===== src/rtl/alien_bomb_scheduler_if.sv =====
// rtl/alien_bomb_scheduler_if.sv - spawn-point handshake between bomb scheduler and bomb datapath
interface alien_bomb_scheduler_if #(
    parameter int COL_W = 1
);
    logic                launchReq;
    logic                launchAck;
    logic                bombBusy;
    logic signed [10:0]  xBomb;
    logic        [9:0]   yBomb;
    logic [COL_W-1:0]    shooterCol;
    logic                noTarget;

    modport master (
        output launchReq,
        output xBomb,
        output yBomb,
        output shooterCol,
        output noTarget,
        input  launchAck,
        input  bombBusy
    );

    modport slave (
        input  launchReq,
        input  xBomb,
        input  yBomb,
        input  shooterCol,
        input  noTarget,
        output launchAck,
        output bombBusy
    );
endinterface


===== src/rtl/alien_bomb_scheduler.sv =====
// rtl/alien_bomb_scheduler.sv - round-robin scheduler for the single shared alien bomb
module alien_bomb_scheduler #(
    parameter int NB_LIN    = 2,
    parameter int NB_COL    = 2,
    parameter int COL_PITCH = 40,
    parameter int LIN_PITCH = 30,
    parameter int ALIEN_W   = 20,
    parameter int ALIEN_H   = 16,
    parameter int COOLDOWN  = 50
) (
    input  logic                       clk,
    input  logic                       reset,
    input  logic                       enable,
    input  logic                       halt,
    input  logic [NB_LIN*NB_COL-1:0]   alive,
    input  logic signed [10:0]         xAlien,
    input  logic        [9:0]          yAlien,
    alien_bomb_scheduler_if.master     bomb
);

    localparam int COL_W = (NB_COL > 1) ? $clog2(NB_COL) : 1;
    localparam int CNT_W = (COOLDOWN > 1) ? $clog2(COOLDOWN + 1) : 1;

    localparam logic [CNT_W-1:0] CNT_INIT  = CNT_W'(COOLDOWN);
    localparam logic [CNT_W-1:0] CNT_ONE   = CNT_W'(1);
    localparam logic [COL_W-1:0] LAST_COL  = COL_W'(NB_COL - 1);
    localparam logic [10:0]      HALF_W    = 11'(ALIEN_W / 2);
    localparam logic [9:0]       SPRITE_H  = 10'(ALIEN_H);

    typedef enum logic [2:0] {
        S_IDLE,
        S_COOLDOWN,
        S_SCAN,
        S_LAUNCH,
        S_FLIGHT
    } state_t;

    state_t             state_q, state_d;
    logic [CNT_W-1:0]   cnt_q, cnt_d;
    logic [COL_W-1:0]   rr_ptr_q, rr_ptr_d;
    logic [COL_W-1:0]   scan_idx_q, scan_idx_d;
    logic [COL_W-1:0]   scan_step_q, scan_step_d;
    logic               launch_req_q, launch_req_d;
    logic signed [10:0] x_bomb_q, x_bomb_d;
    logic [9:0]         y_bomb_q, y_bomb_d;
    logic [COL_W-1:0]   shooter_col_q, shooter_col_d;
    logic               no_target_q, no_target_d;

    logic               col_hit;
    logic [10:0]        col_off;
    logic [9:0]         row_off;
    logic [COL_W-1:0]   next_idx;

    // Offsets come from constant products selected by the scanned column; the
    // row loop keeps the last live row, i.e. the bottom-most one.
    always_comb begin
        col_hit = 1'b0;
        col_off = '0;
        row_off = '0;
        for (int c = 0; c < NB_COL; c++) begin
            if (scan_idx_q == COL_W'(c)) begin
                col_off = 11'(c * COL_PITCH);
                for (int l = 0; l < NB_LIN; l++) begin
                    if (alive[l*NB_COL + c]) begin
                        col_hit = 1'b1;
                        row_off = 10'(l * LIN_PITCH);
                    end
                end
            end
        end
    end

    assign next_idx = (scan_idx_q == LAST_COL) ? '0 : scan_idx_q + 1'b1;

    always_comb begin
        state_d       = state_q;
        cnt_d         = cnt_q;
        rr_ptr_d      = rr_ptr_q;
        scan_idx_d    = scan_idx_q;
        scan_step_d   = scan_step_q;
        launch_req_d  = launch_req_q;
        x_bomb_d      = x_bomb_q;
        y_bomb_d      = y_bomb_q;
        shooter_col_d = shooter_col_q;
        no_target_d   = no_target_q;

        unique case (state_q)
            S_IDLE: begin
                state_d = S_COOLDOWN;
                cnt_d   = CNT_INIT;
            end
            S_COOLDOWN: begin
                if (enable) begin
                    cnt_d = cnt_q - 1'b1;
                    if (cnt_q == CNT_ONE) begin
                        state_d     = S_SCAN;
                        scan_idx_d  = rr_ptr_q;
                        scan_step_d = '0;
                    end
                end
            end
            S_SCAN: begin
                if (col_hit) begin
                    x_bomb_d      = xAlien + col_off + HALF_W;
                    y_bomb_d      = yAlien + row_off + SPRITE_H;
                    shooter_col_d = scan_idx_q;
                    rr_ptr_d      = next_idx;
                    no_target_d   = 1'b0;
                    launch_req_d  = 1'b1;
                    state_d       = S_LAUNCH;
                end else if (scan_step_q == LAST_COL) begin
                    no_target_d = 1'b1;
                    state_d     = S_COOLDOWN;
                    cnt_d       = CNT_INIT;
                end else begin
                    scan_idx_d  = next_idx;
                    scan_step_d = scan_step_q + 1'b1;
                end
            end
            S_LAUNCH: begin
                if (bomb.launchAck) begin
                    launch_req_d = 1'b0;
                    state_d      = S_FLIGHT;
                end
            end
            S_FLIGHT: begin
                // First FLIGHT cycle already follows the ack cycle.
                if (!bomb.bombBusy) begin
                    state_d = S_COOLDOWN;
                    cnt_d   = CNT_INIT;
                end
            end
            default: begin
                state_d = S_IDLE;
            end
        endcase

        if (halt) begin
            state_d      = S_IDLE;
            launch_req_d = 1'b0;
        end
    end

    always_ff @(posedge clk or posedge reset) begin
        if (reset) begin
            state_q       <= S_IDLE;
            cnt_q         <= '0;
            rr_ptr_q      <= '0;
            scan_idx_q    <= '0;
            scan_step_q   <= '0;
            launch_req_q  <= 1'b0;
            x_bomb_q      <= '0;
            y_bomb_q      <= '0;
            shooter_col_q <= '0;
            no_target_q   <= 1'b0;
        end else begin
            state_q       <= state_d;
            cnt_q         <= cnt_d;
            rr_ptr_q      <= rr_ptr_d;
            scan_idx_q    <= scan_idx_d;
            scan_step_q   <= scan_step_d;
            launch_req_q  <= launch_req_d;
            x_bomb_q      <= x_bomb_d;
            y_bomb_q      <= y_bomb_d;
            shooter_col_q <= shooter_col_d;
            no_target_q   <= no_target_d;
        end
    end

    assign bomb.launchReq  = launch_req_q;
    assign bomb.xBomb      = x_bomb_q;
    assign bomb.yBomb      = y_bomb_q;
    assign bomb.shooterCol = shooter_col_q;
    assign bomb.noTarget   = no_target_q;

endmodule


===== src/flat_wrapper.sv =====
// flat-port wrapper written by rule: the top's interface ports become plain ports
module alien_bomb_scheduler_flat 
#(
    parameter int NB_LIN    = 2,
    parameter int NB_COL    = 2,
    parameter int COL_PITCH = 40,
    parameter int LIN_PITCH = 30,
    parameter int ALIEN_W   = 20,
    parameter int ALIEN_H   = 16,
    parameter int COOLDOWN  = 50
)
  (clk, reset, enable, halt, alive, xAlien, yAlien, bomb_launchReq, bomb_xBomb, bomb_yBomb, bomb_shooterCol, bomb_noTarget, bomb_launchAck, bomb_bombBusy);
  alien_bomb_scheduler_if #(.COL_W(1)) bomb_i ();
  input  logic clk;
  input  logic reset;
  input  logic enable;
  input  logic halt;
  input  logic [NB_LIN*NB_COL-1:0] alive;
  input  logic signed [10:0] xAlien;
  input  logic        [9:0] yAlien;
  output wire logic [$bits(bomb_i.launchReq)-1:0] bomb_launchReq;
  output wire logic [$bits(bomb_i.xBomb)-1:0] bomb_xBomb;
  output wire logic [$bits(bomb_i.yBomb)-1:0] bomb_yBomb;
  output wire logic [$bits(bomb_i.shooterCol)-1:0] bomb_shooterCol;
  output wire logic [$bits(bomb_i.noTarget)-1:0] bomb_noTarget;
  input wire logic [$bits(bomb_i.launchAck)-1:0] bomb_launchAck;
  input wire logic [$bits(bomb_i.bombBusy)-1:0] bomb_bombBusy;
  assign bomb_launchReq = bomb_i.launchReq;
  assign bomb_xBomb = bomb_i.xBomb;
  assign bomb_yBomb = bomb_i.yBomb;
  assign bomb_shooterCol = bomb_i.shooterCol;
  assign bomb_noTarget = bomb_i.noTarget;
  assign bomb_i.launchAck = bomb_launchAck;
  assign bomb_i.bombBusy = bomb_bombBusy;
  alien_bomb_scheduler #(.NB_LIN(NB_LIN), .NB_COL(NB_COL), .COL_PITCH(COL_PITCH), .LIN_PITCH(LIN_PITCH), .ALIEN_W(ALIEN_W), .ALIEN_H(ALIEN_H), .COOLDOWN(COOLDOWN)) u_core (.clk(clk), .reset(reset), .enable(enable), .halt(halt), .alive(alive), .xAlien(xAlien), .yAlien(yAlien), .bomb(bomb_i));
endmodule

===== config.mk =====
export PLATFORM = sky130hd
export DESIGN_NAME = alien_bomb_scheduler_flat
export DESIGN_NICKNAME = d
export VERILOG_FILES = /design/src/rtl/alien_bomb_scheduler_if.sv /design/src/rtl/alien_bomb_scheduler.sv /design/src/flat_wrapper.sv
export SDC_FILE = /design/constraint.sdc
export NUM_CORES = 1
export LEC_CHECK = 0
export CAP_MARGIN = 20
export CORE_AREA = 2 2 72 74
export DETAILED_ROUTE_END_ITERATION = 8
export DIE_AREA = 0 0 74 76
export PLACE_DENSITY = 0.83
export SKIP_CTS_REPAIR_TIMING = 1
export SYNTH_ARGS = -nofsm -noshare
export SYNTH_HDL_FRONTEND = slang
export SYNTH_SLANG_ARGS = --single-unit

===== constraint.sdc =====
create_clock -name clk -period 2.6 [get_ports clk]
set_clock_uncertainty 0.1 [all_clocks]
set_input_delay 0.52 -clock clk [delete_from_list [all_inputs] [get_ports clk]]
set_output_delay 0.52 -clock clk [all_outputs]
set_load 0.02 [all_outputs]

After elaboration in Yosys (flattened, before gate mapping)
Cells that the tools add are included.

$add $sub $neg: 7. Equality and inequality tests: 17. Multiplexer cells: 42. Reductions and logical operators: 12.

Operators with widths (count): $mux W10 (3); $mux W6 (5); $pmux W6 S4 (1); $mux W3 (7); $mux W1 (20); $pmux W3 S5 (1); $reduce_and A5 Y1 (3); $add A11 B4 Y11 const B (1); $add A11 B6 Y11 (1); $add A10 B10 Y10 (1); $add A10 B5 Y10 const B (1); $mux W5 (2); $ne A3 B3 Y1 const B (3); $ne A2 B2 Y1 const B (4); $eq A3 B2 Y1 const B (2); $eq A6 B1 Y1 const B (1); $ne A3 B2 Y1 const B (2); $pmux W1 S2 (3); $sub A6 B1 Y6 const B (1); $ne A2 B1 Y1 const B (2); $ne A4 B2 Y1 const B (1); $reduce_and A2 Y1 (2); $reduce_and A4 Y1 (1); $reduce_bool A2 Y1 (2); other kinds (7) (8).

Register bits after elaboration: 36. Bits of input ports: 31. Output and inout port bits: 24. Logic and storage cells: 88.

Logic depth before layout (Yosys ltp)
Depth in word-level cells: 9. Depth in mapped cells: 10. Gate-level depth less buffers: 10.

Worst setup path after synthesis
No wires, ideal clock.

Path type: register to register. Start: reg u_core.scan_idx_q. End: reg u_core.y_bomb_q[8], in the netlist u_core.bomb.yBomb[8]. Library setup time: 0.133 ns. Data arrival time: 2.344 ns. Data required time: 2.367 ns. Path slack: 0.024 ns. Cell stages (with the launch flop): 10. Path buffers: 0. Clock period less this slack: 2.576 ns. Cell sequence: dfrtp_1 mux2_2 ha_1 ha_1 fa_1 a21o_1 a21oi_1 nor2_1 xnor2_1 o21ai_0.

Word-level cells in the longest chain between the ends: 6. Elaborated cells between the ends (all ways): 11. Those cells by class: 2 x add/sub; 8 x mux; 1 x reduce/logical.

Ends and longest elaborated chain: from (decl) (RTL line alien_bomb_scheduler.sv:41) `logic [COL_W-1:0] scan_idx_q, scan_idx_d;`; from (signal assigned) (RTL line alien_bomb_scheduler.sv:160) `scan_idx_q <= scan_idx_d;`; $mux W5 (RTL line alien_bomb_scheduler.sv:61) `if (scan_idx_q == COL_W'(c)) begin`; $mux W10 (2 in series) (RTL line alien_bomb_scheduler.sv:64) `if (alive[l*NB_COL + c]) begin`; $mux W10 (RTL line alien_bomb_scheduler.sv:61); $add A10 B10 Y10 (RTL line alien_bomb_scheduler.sv:105) `y_bomb_d = yAlien + row_off + SPRITE_H;`; $add A10 B5 Y10 (RTL line alien_bomb_scheduler.sv:105); to (signal assigned) (RTL line alien_bomb_scheduler.sv:164) `y_bomb_q <= y_bomb_d;`; to (decl) (RTL line alien_bomb_scheduler.sv:45) `logic [9:0] y_bomb_q, y_bomb_d;`.

Parallel ways exist; a longest one is shown, timed or not. A chain may end at the register's enable or synchronous reset.

Worst setup path after layout
Ends and elaborated chain as after synthesis.

==> results_dict.tcl <==
set metrics [dict create \
    status "completed" \
    area_delta_synth_final_pct 40.59 \
    internal-power_mw 1.873 \
    cts.root.buffer_cell "clkbuf_8" \
    die_h_um 76 \
    worstHoldPathCells 2 \
    drtAntennaViolNets 0 \
    cts_tree "done" \
    grt_pass1_vias 1852 \
    synth_top_area_share 0.4304 \
    syn_nets 276 \
    cp-start-kind "flop" \
    ys_top_cells_by_count "nand2_1 (51), dfrtp_1 (36), o21ai_0 (23), ha_1 (16), nor2_1 (14)" \
    synthMuxAreaShare 0.01973 \
    hp-start "u_core.bomb.yBomb[1]" \
    num-fill-cells 407 \
    syn-cell-area_um2 2093 \
    rr_worst_depth 9 \
    fin_crit_ns 2.430 \
    r2r_end "u_core.bomb.yBomb[8]" \
    dpl_cell_area_um2 2809 \
    clock_path_buffers 2 \
    crit_path_max_fanout 4 \
    firstDrtPassIters 4 \
    ys_seq_area_frac 0.4304 \
    maxCapViolCount 0 \
    synthCells 228 \
    ys.flop_type "dfrtp_1" \
    grt_pass1_wl_um 8031 \
    hold_class "flop to flop" \
    path_clk_slew_ns 0.07 \
    clkPwrFrac 0.157 \
    synthSimpleGateAreaFrac 0.1919 \
    dieWidth_um 74 \
    synth_adder_area_share 0.1052 \
    synth_top_family_by_area "simple AND/OR/NAND/NOR gates" \
    fp.coreArea_um2 4912 \
    setup_slack_ns 0.1697 \
    layout.nets 344 \
    irDropWorstVdd_uv 475.1 \
    power_switching_mw 1.242 \
    synth-xor-area-share 0.05021 \
    p_leak_nw 1.351 \
    rows 26 \
    dieArea_um2 5624 \
    synth_top_cell_by_area "dfrtp_1" \
    wl_um 4916 \
    antenna_found_initial 0 \
    ys_async_sr_fraction 1.000 \
    vias_per_cell 5.104 \
    synth-compound-area-share 0.1721 \
    drv_slew 0 \
    setup_viol 0 \
    dp_hpwl_um 3598 \
    synth-edff-count 0 \
    grt_overflow_total 0 \
    pwr-share-seq 0.319 \
    cts-htree-levels 2 \
    clk_latency_ns 0.29 \
    synth_area_leaders "dfrtp_1 (43%), ha_1 (9.6%), nand2_1 (9.1%), o21ai_0 (5.5%), xor2_1 (2.9%)" \
    drtIter0Drc 66 \
    tightestPinTransition_ns 0.4838 \
    fin_util 0.5991 \
    hold_end "u_core.bomb.yBomb[1]" \
    crit_type "flop to flop" \
    insertedDiodeCount 0 \
    multiInputGateArea_um2 1150 \
    cp.required_ns 2.69 \
    cp-end-kind "flop" \
    clock-sinks 36 \
    cp-startpoint "u_core.scan_idx_q" \
    grt_setup_unrepaired "false" \
    gp_congestion 0.7764 \
    slew_headroom 0.6775 \
    start_util 0.4261 \
    p_per_area_nw_per_um2 1058 \
    swShare 0.3986 \
    power_frac_comb 0.524 \
    reg2reg_from "u_core.scan_idx_q" \
    max_clock_freq_mhz 411.5 \
    period_share 0.9347 \
    grt_max_degree 37 \
    cts_made_buffers 5 \
    post-place-ws_ns -0.4964 \
    grtUsageTotal 0.1845 \
    drc 0 \
    ys_ff_latch 36 \
    numPortBuffers 54 \
    rrSetupSlack_ns 0.17 \
    routedWlPerCell_um 13.40 \
    io_pins 55 \
    stdcell_area_um2 2943 \
    seq_area_um2 900.9 \
    vias 1873 \
    yosys_warnings 0 \
    worstPathArrival_ns 2.52 \
    yosysMostFrequentCell "nand2_1" \
    hold_viol 0 \
    avgSynthCellArea_um2 9.181 \
    synth_cell_type_count 40 \
    drive_above_1_share 0.1145 \
]
[power by group through the flow]
stage | clock, mW | sequential [mW] | combinational [mW]
finish | 0.489 | 0.994 | 1.63
global route | 0.521 | 1.02 | 1.80
CTS | 0.504 | 0.988 | 1.63
detailed placement | 0 | 0.996 | 1.62
global placement | 0 | 0.988 | 1.57
floorplan | 0 | 1.17 | 0.767
[state kept, by name, indices dropped and copies added (netlist names), 3 cells and up]
register	cells
u_core.cnt_q	6
u_core.bomb.xBomb	11
u_core.bomb.yBomb	10
u_core.state_q	3
[worst max-delay path, stage by stage (launching register included)]
cell and delay, ns:
dfrtp_1 0.40, mux2_4 0.33, ha_1 0.28, ha_2 0.19, fa_2 0.34, a21o_1 0.21, a21oi_2 0.18, nor2_2 0.06
xnor2_1 0.15, o21ai_1 0.07
[cells in the final DEF, fill, tap and decap left out, drive strengths merged, types with 3 or more instances in the layout]
cell type / count
a21o: 5
clkbuf: 6
xnor2: 5
o211ai: 3
nor2b: 6
xor2: 7
nand2: 51
o21ai: 23
buf: 13
nor2: 15
nand4: 3
mux2: 3
inv: 11
a211oi: 4
nor3: 4
ha: 16
clkdlybuf4s50: 52
dfrtp: 36
a21oi: 6
[cell families (layout without fill, tap and decap cells)]
| family | count (synthesis) | count (layout) |
|---|---|---|
| xor gates and xnor gates | 12 | 12 |
| adders and majority gates | 17 | 17 |
| muxes | 3 | 3 |
| buffers and inverters | 17 | 86 |
| DFF | 36 | 36 |
| AOI/OAI and AO/OA | 56 | 56 |
| and+or+nand+nor | 87 | 87 |
[final cells by class]
cell class | instances | area share
inverters | 11 | 0.01403
multi-input cells | 175 | 0.3907
clock inverters | 2 | 0.01190
flip-flops and latches | 36 | 0.3061
well taps | 70 | 0.02976
repair buffers | 67 | 0.2228
clock buffers | 6 | 0.02466
[through the flow]
step	power [mW]	TNS, ns	hold slack (ns)	cells
global route	3.344	0	0.4006	367
detailed placement	2.618	-2.128	0.3653	359
global placement	2.559	-1.689	0.3603	359
floorplan	1.938	0	0.3496	228
finish	3.115	0	0.3804	367
CTS	3.123	-0.5333	0.3841	367
[worst max-delay path by stage]
stage	endpoint	slack, ns	depth (start not counted)
4_1_cts	u_core.bomb.yBomb[8]	-0.24	10
3_3_place_gp	u_core.bomb.yBomb[8]	-0.44	10
2_1_floorplan	u_core.bomb.yBomb[8]	0.02	9
6_report	u_core.bomb.yBomb[8]	0.17	9
5_1_grt	u_core.bomb.yBomb[7]	0.08	8
3_5_place_dp	u_core.bomb.yBomb[8]	-0.50	10
[routing by layer]
| metal | part of all wire | global-route usage |
|---|---|---|
| met1 | 0.43 | 0.2109 |
| met2 | 0.50 | 0.3188 |
| met3 | 0.046 | 0.03439 |
| met4 | 0.025 | 0.09455 |
| met5 | 0 | 0 |
(Power assumes the default switching activity.)
